`src/rtl/uart_rx.sv`:
```
// uart_rx: mid-bit sampling UART receiver with valid/ready output.
// Define UART_RX_PARITY_EN for an even-parity bit before the stop bit.
//
// Ports:
//   clk, rst_n      clock, async active-low reset
//   rx              serial line (async, idles high)
//   data_out, valid word output, held until valid && ready
//   ready           consumer accept
//   busy            receiver not idle
//   frame_err       pulse: stop bit sampled 0
//   parity_err      pulse: even-parity mismatch (0 without parity)
//   overrun         pulse: good word dropped, previous undelivered
module uart_rx #(
  parameter int CLKS_PER_BIT = 434,
  parameter int DATA_BITS    = 8
) (
  input  logic                 clk,
  input  logic                 rst_n,
  input  logic                 rx,
  output logic [DATA_BITS-1:0] data_out,
  output logic                 valid,
  input  logic                 ready,
  output logic                 busy,
  output logic                 frame_err,
  output logic                 parity_err,
  output logic                 overrun
);

  typedef enum logic [2:0] {
    S_IDLE,
    S_START,
    S_DATA,
    S_PARITY,
    S_STOP
  } state_t;

  localparam logic [15:0] CNT_MAX  = 16'(CLKS_PER_BIT - 1);
  localparam logic [15:0] CNT_HALF = 16'(CLKS_PER_BIT / 2 - 1);
  localparam logic [3:0]  IDX_LAST = 4'(DATA_BITS - 1);

  state_t               state_q;
  logic                 rx_meta_q;
  logic                 rx_s_q;
  logic [15:0]          cnt_q;
  logic [15:0]          cnt_d;
  logic [3:0]           idx_q;
  logic [DATA_BITS-1:0] shift_q;
  logic [DATA_BITS-1:0] data_q;
  logic                 valid_q;
  logic                 busy_q;
  logic                 ferr_q;
  logic                 oerr_q;
  logic                 done_q;
  logic                 stop_q;
`ifdef UART_RX_PARITY_EN
  logic                 perr_q;
  logic                 par_bad_q;
`endif

  always_comb begin
    cnt_d = cnt_q + 16'd1;
  end

  always_ff @(posedge clk or negedge rst_n) begin
    if (!rst_n) begin
      state_q   <= S_IDLE;
      rx_meta_q <= 1'b1;
      rx_s_q    <= 1'b1;
      cnt_q     <= '0;
      idx_q     <= '0;
      shift_q   <= '0;
      data_q    <= '0;
      valid_q   <= 1'b0;
      busy_q    <= 1'b0;
      ferr_q    <= 1'b0;
      oerr_q    <= 1'b0;
      done_q    <= 1'b0;
      stop_q    <= 1'b1;
`ifdef UART_RX_PARITY_EN
      perr_q    <= 1'b0;
      par_bad_q <= 1'b0;
`endif
    end else begin
      rx_meta_q <= rx;
      rx_s_q    <= rx_meta_q;
      ferr_q    <= 1'b0;
      oerr_q    <= 1'b0;
      done_q    <= 1'b0;
`ifdef UART_RX_PARITY_EN
      perr_q    <= 1'b0;
`endif

      if (valid_q && ready) begin
        valid_q <= 1'b0;
      end

      // Completion runs one cycle after the stop sample; a good word
      // may load in the same cycle as a handshake of the old one.
      if (done_q) begin
        if (!stop_q) begin
          ferr_q <= 1'b1;
`ifdef UART_RX_PARITY_EN
        end else if (par_bad_q) begin
          perr_q <= 1'b1;
`endif
        end else if (valid_q && !ready) begin
          oerr_q <= 1'b1;
        end else begin
          data_q  <= shift_q;
          valid_q <= 1'b1;
        end
      end

      case (state_q)
        S_IDLE: begin
          if (!rx_s_q) begin
            state_q <= S_START;
            busy_q  <= 1'b1;
            cnt_q   <= '0;
          end
        end
        S_START: begin
          // Half-bit check re-centres all later samples mid-bit.
          if (cnt_q == CNT_HALF) begin
            cnt_q <= '0;
            if (!rx_s_q) begin
              state_q <= S_DATA;
              idx_q   <= '0;
`ifdef UART_RX_PARITY_EN
              par_bad_q <= 1'b0;
`endif
            end else begin
              state_q <= S_IDLE;
              busy_q  <= 1'b0;
            end
          end else begin
            cnt_q <= cnt_d;
          end
        end
        S_DATA: begin
          if (cnt_q == CNT_MAX) begin
            cnt_q <= '0;
            // Right shift: first bit ends in the LSB.
            shift_q <= {rx_s_q, shift_q[DATA_BITS-1:1]};
            idx_q   <= idx_q + 4'd1;
            if (idx_q == IDX_LAST) begin
`ifdef UART_RX_PARITY_EN
              state_q <= S_PARITY;
`else
              state_q <= S_STOP;
`endif
            end
          end else begin
            cnt_q <= cnt_d;
          end
        end
`ifdef UART_RX_PARITY_EN
        S_PARITY: begin
          if (cnt_q == CNT_MAX) begin
            cnt_q     <= '0;
            par_bad_q <= rx_s_q ^ (^shift_q);
            state_q   <= S_STOP;
          end else begin
            cnt_q <= cnt_d;
          end
        end
`endif
        S_STOP: begin
          // Leave at mid stop bit so a back-to-back start is seen.
          if (cnt_q == CNT_MAX) begin
            cnt_q   <= '0;
            stop_q  <= rx_s_q;
            done_q  <= 1'b1;
            state_q <= S_IDLE;
            busy_q  <= 1'b0;
          end else begin
            cnt_q <= cnt_d;
          end
        end
        default: begin
          state_q <= S_IDLE;
          busy_q  <= 1'b0;
          cnt_q   <= '0;
        end
      endcase
    end
  end

  assign data_out  = data_q;
  assign valid     = valid_q;
  assign busy      = busy_q;
  assign frame_err = ferr_q;
  assign overrun   = oerr_q;
`ifdef UART_RX_PARITY_EN
  assign parity_err = perr_q;
`else
  assign parity_err = 1'b0;
`endif

endmodule

```
`config.mk`:
```
export PLATFORM = sky130hd
export DESIGN_NAME = uart_rx
export DESIGN_NICKNAME = d
export VERILOG_FILES = /design/src/rtl/uart_rx.sv
export SDC_FILE = /design/constraint.sdc
export NUM_CORES = 1
export LEC_CHECK = 0
export CAP_MARGIN = 20
export CORE_ASPECT_RATIO = 0.6
export CORE_MARGIN = 2
export CORE_UTILIZATION = 50
export CTS_CLUSTER_SIZE = 14
export DETAILED_ROUTE_END_ITERATION = 10
export GPL_ROUTABILITY_DRIVEN = 1
export PLACE_DENSITY = 0.7
export SYNTH_ARGS = -nofsm -noshare
export SYNTH_HDL_FRONTEND = slang
export SYNTH_SLANG_ARGS = --single-unit
```
`constraint.sdc`:
```
create_clock -name clk -period 2.1 [get_ports clk]
set_clock_uncertainty 0.05 [all_clocks]
set_input_delay 0.42 -clock clk [delete_from_list [all_inputs] [get_ports clk]]
set_output_delay 0.42 -clock clk [all_outputs]
set_load 0.005 [all_outputs]
```
Yosys cells after proc, flatten, opt, wreduce, memory -nomap -nowiden. Index checks and enable logic that the tools add are counted.

Add/subtract/negate cells: 2. Eq/ne operators: 13. Muxes and demuxes: 31. Bitwise logic cells: 2. Reduce and logical (&&, ||, !) cells: 12.

Operators by type and width (number): $mux W16 (3); $pmux W16 S3 (1); $add A16 B1 Y16 const B (1); $eq A16 B8 Y1 const B (1); $eq A16 B9 Y1 const B (1); $mux W1 (15); $mux W3 (5); $ne A2 B2 Y1 const B (7); $mux W4 (3); $pmux W3 S4 (1); $reduce_and A5 Y1 (2); $pmux W4 S2 (1); $add A4 B1 Y4 const B (1); $eq A4 B3 Y1 const B (1); $pmux W1 S4 (1); $reduce_and A2 Y1 (2); $reduce_and A4 Y1 (1); $eq A3 B1 Y1 const B (1); $eq A3 B2 Y1 const B (1); $eq A3 B3 Y1 const B (1); $logic_not A3 Y1 (1); $reduce_and A3 Y1 (1); $logic_and A1 B1 Y1 (2); $mux W2 (1); 4 further kinds (5).

Flip-flop bits (word level): 47. Input port bits: 4. Output and inout port bits: 13. Logic and storage cells: 73.

Depth between registers and ports, before layout. Gate-level depths: netlist of the first run.

Depth after elaboration: 5. Gate-level depth with buffers: 9. Gate-level depth less buffers: 7.

Worst setup path before layout of the first run. Ideal clock, no wire load.

Path type: register to register. From: register cnt_q[0]. To: register cnt_q[4]. Library setup time: 0.069 ns. Arrival: 1.787 ns. Required time: 1.981 ns. Slack: 0.194 ns. Stages on the path, launching flop included: 9. Path buffers: 2. Clock period less this slack: 1.906 ns. Cell sequence: dfrtp_1 -> ha_1 -> and4bb_1 -> and4_1 -> buf_6 -> a2bb2oi_2 -> buf_6 -> or3_1 -> nand3_1.

Cells in the longest elaborated chain, start to end: 3. Elaborated cells between the ends (all ways): 6. Classes of those cells: 1 x add/sub; 2 x eq/ne; 3 x mux.

Ends and longest elaborated chain: from (decl) (RTL line 44) `logic [15:0] cnt_q;`; from (signal assigned) (RTL line 137) `cnt_q <= cnt_d;`; from (signal assigned) (RTL line 154) `cnt_q <= cnt_d;`; from (signal assigned) (RTL line 177) `cnt_q <= cnt_d;`; $add A16 B1 Y16, or another cell as far along (RTL line 61) `cnt_d = cnt_q + 16'd1;`; $mux W16 (on tied branches) (RTL line 141, 170, 124); $pmux W16 S3 * (RTL line 114) `case (state_q)`.

Mark *: on every way between the ends. The rest lies on a longest branch, timed or not. A chain may end at the register's enable or synchronous reset.

Final worst setup path of the first run.
From: register cnt_q[1]. To: register cnt_q[3].

The elaborated chain is that of the path after synthesis.

==> impl_metrics.py, run 1 <==
metrics = {
    "route": {
        "viasPerCell": 5.37,
        "antenna_left": 0,
        "vias": 1664,
        "route.detailed.drc": 0,
        "wl_per_cell_um": 14.8,
        "first_pass_iters": 5,
        "drt_iter0_markers": 131,
        "routed_wirelength_um": 4600,
    },
    "cts": {
        "clock_path_buffers": 2,
        "cts_root_buf": "clkbuf_8",
        "holdBufCountCts": 0,
        "cts.sinks": 47,
        "clock_latency_ps": 290,
        "path_clk_slew_ps": 90,
        "cts_inserted_buffers": 5,
        "cts_tree": "yes",
        "h-tree-depth": 2,
    },
    "pwr": {
        "fin_total_pwr_mw": 1.72,
        "power_frac_seq": 0.530,
        "netSwitchingFraction": 0.187,
        "power_density_mw_per_mm2": 608,
        "ir_drop_uv": 395,
        "combPwrFrac": 0.020,
        "pwr-share-clk": 0.450,
        "intPower_mw": 1.40,
        "total_leakage_power_nw": 1.28,
        "switchingPower_mw": 0.321,
    },
    "finish": {
        "fin_cells": 310,
        "fin_nets": 254,
        "finish.instance_area_mm2": 0.00282,
        "antenna_cells": 0,
        "num-fill-cells": 383,
        "multi_input_area_mm2": 0.00109,
        "regArea_mm2": 0.00118,
        "synthToLayoutAreaGrowth_pct": 22.3,
        "drive_gt1_frac": 0.283,
    },
    "synth": {
        "yosysSeqAreaShare": 0.511,
        "synth_area_leaders": "dfrtp_1, mux2_2, nand3_1",
        "synth_top_area_share": 0.477,
        "synth_fp_nets": 218,
        "syn-mean-instance-area_um2": 11.0,
        "ys_warn_count": 0,
        "synth_cell_type_count": 51,
        "synthCells": 210,
        "yosys.area.top_type": "dfrtp_1",
        "synth-edff-count": 0,
        "ys_ff_latch": 47,
        "synthArstFlopShare": 1.00,
        "netlist_area_mm2": 0.00231,
        "synth_ff_type": "dfrtp_1",
    },
    "floorplanning": {
        "start_util": 0.511,
        "die-area_mm2": 0.00520,
        "rows": 19,
        "core_area_mm2": 0.00452,
        "die_w_um": 91.7,
        "ios": 17,
        "die_y_um": 56.6,
    },
    "timing": {
        "slew_headroom": 0.655,
        "setup_violations": 0,
        "slew_viol_final": 0,
        "whs_ps": 37.7,
        "timing.fmax_mhz": 489,
        "finalHoldViolCount": 0,
        "tightestPinTransition_ps": 517,
        "period_share": 0.974,
        "finalCriticalPeriod_ps": 2050,
    },
    "global_routing": {
        "grt_pass1_wl_um": 7380,
        "antenna_found_initial": 0,
        "use_met1": 0.314,
        "grt_max_degree": 27,
        "use_met2": 0.226,
        "grt_usage": 0.184,
        "top_usage_layer": "met1",
        "grt_pass1_vias": 1445,
        "met3_usage": 0.0456,
        "grt_remaining_overflow": 0,
    },
    "status": {
        "outcome": "finished, final reports clean",
    },
    "placed_design": {
        "dp.cells": 299,
        "gp_congestion": 0.835,
        "place_area_mm2": 0.00262,
        "io_buffers": 15,
        "post-dp-hpwl_um": 3250,
    },
    "worst_hold_path": {
        "min_path_type": "primary input to asynchronous set/reset pin",
    },
    "flow_run": {
        "cap_violations": 0,
    },
    "worst_setup_path": {
        "worstPathArrival_ps": 2230,
        "path_cells": "inv_2, ha_2, and4bb_1, and4_4, a2bb2oi_4, buf_6, or3_2, nand3_1",
        "critPathLaunchType": "register",
        "max_stage_delay_ps": 450,
        "cp_max_fo": 5,
        "cp-end-kind": "register",
        "criticalPathCategory": "register to register",
        "cp_slowest_cell": "or3_2",
        "critPathRequiredTime_ps": 2280,
    },
}
logic make-up (layout without fill, tap and decap cells):
| group | after synthesis | after routing | share of synthesized area |
|---|---|---|---|
| AOI/OAI and AO/OA | 31 | 31 | 0.0980 |
| and+or+nand+nor | 91 | 91 | 0.222 |
| other | 1 | 1 | 0.00162 |
| xor gates and xnor gates | 5 | 5 | 0.0190 |
| buffers and inverters | 12 | 49 | 0.0347 |
| adders and majority gates | 4 | 4 | 0.0217 |
| muxes | 19 | 19 | 0.0921 |
| DFF | 47 | 47 | 0.511 |
worst paths after layout:
path	start	to	slack, ps	cells past startpoint
min in group clk	rx_meta_q$_DFF_PN1_	rx_s_q$_DFF_PN1_	310	0
worst max register to register	cnt_q[1]$_DFFE_PN0P_	cnt_q[3]$_DFFE_PN0P_	50	8
max in group asynchronous	rst_n	stop_q$_DFFE_PN1P_	1370	2
worst max-delay path	cnt_q[1]$_DFFE_PN0P_	cnt_q[3]$_DFFE_PN0P_	50	8
worst min register to register	rx_meta_q$_DFF_PN1_	rx_s_q$_DFF_PN1_	310	0
worst min-delay path	rst_n	cnt_q[8]$_DFFE_PN0P_	40	1
power groups by stage:
stage | Clock (mW) | Combinational [mW] | Sequential (mW)
4_1_cts | 0.789 | 0.0367 | 0.909
5_1_grt | 0.825 | 0.0401 | 0.909
3_5_place_dp | 0 | 0.0366 | 0.927
3_3_place_gp | 0 | 0.0361 | 0.927
2_1_floorplan | 0 | 0.00521 | 0.927
6_report | 0.772 | 0.0349 | 0.909
metrics by stage:
step	utilization	setup slack (ps)	setup TNS [ps]
finish	0.625	54.4	0
global route	0.625	-22.3	-30.2
CTS	0.610	6.06	0
detailed placement	0.581	18.2	0
global placement	0.581	60.8	0
floorplan	-	194	0
metal layers:
metal  wire, µm  up-vias
li1           -      827
met1       2460      783
met2       1800       50
met3        307        4
met4         32        0
met5          0        -
layout make-up:
cell class | count | area share
Clock buffer | 6 | 0.0257
Clock inverter | 2 | 0.0213
Inverter | 4 | 0.00532
Multi-Input combinational cell | 151 | 0.387
Sequential cell | 47 | 0.418
Tap cell | 63 | 0.0279
Timing Repair Buffer | 37 | 0.115
cell usage after synthesis (2+ instances only):
cell	number
o2bb2ai_1	2
a21oi_1	5
a22o_1	4
buf_6	3
dfrtp_1	44
o41ai_1	2
a21o_1	3
nand4_1	5
inv_1	4
o21ai_0	8
ha_1	4
xor2_1	4
nand2b_1	2
nor4_1	3
nor2_1	21
nand2_1	16
nor2b_1	2
mux2_2	18
nor3b_1	2
nand3_1	17
buf_4	3
dfstp_2	3
or3_1	3
nor3_1	5
worst max-delay path, delay by kind of cell (launching register included):
kind                       cells  cell delay [ps]
adders and majority gates      1              170
DFF                            1              390
and+or+nand+nor                4              980
buffers and inverters          2              210
AOI/OAI and AO/OA              1              170
placed cells by master (no fill, tap or decap), types with 2 or more instances in the layout:
cell type        instances
nor2b_1                  2
nand2b_1                 2
dfrtp_1                 44
a22o_1                   4
buf_2                    2
nand2_1                 16
buf_4                   19
nand3_1                 17
a21oi_1                  5
clkbuf_8                 5
a21o_1                   3
nor4_1                   2
ha_1                     3
inv_1                    3
o2bb2ai_1                2
nand4_1                  5
nor2_1                  20
mux2_2                  18
clkdlybuf4s50_1         14
dfstp_2                  3
bufinv_16                2
xor2_1                   4
o21ai_0                  8
nor3_1                   4
or3_1                    3
o41ai_1                  2
timing repair:
item	CTS	global route
resized for setup	0	11
buffers inserted	0	2
endpoints found under the setup margin	0	23
state kept, by name (all words and copies together) (netlist names):
| register | count |
|---|---|
| busy | 1 |
| state_q | 3 |
| valid | 1 |
| idx_q | 4 |
| cnt_q | 16 |
| done_q | 1 |
| overrun | 1 |
| data_out | 8 |
| rx_meta_q | 1 |
| shift_q | 8 |
| rx_s_q | 1 |
| frame_err | 1 |
| stop_q | 1 |
(Power assumes the default switching activity.)
==> inputs of run 2 (changes only) <==
CTS_CLUSTER_SIZE = 24   (was 14)
SKIP_LAST_GASP = 1   (was unset)
==> results of run 2 <==
Final layout, timing and power as in run 1 (identical DEF).
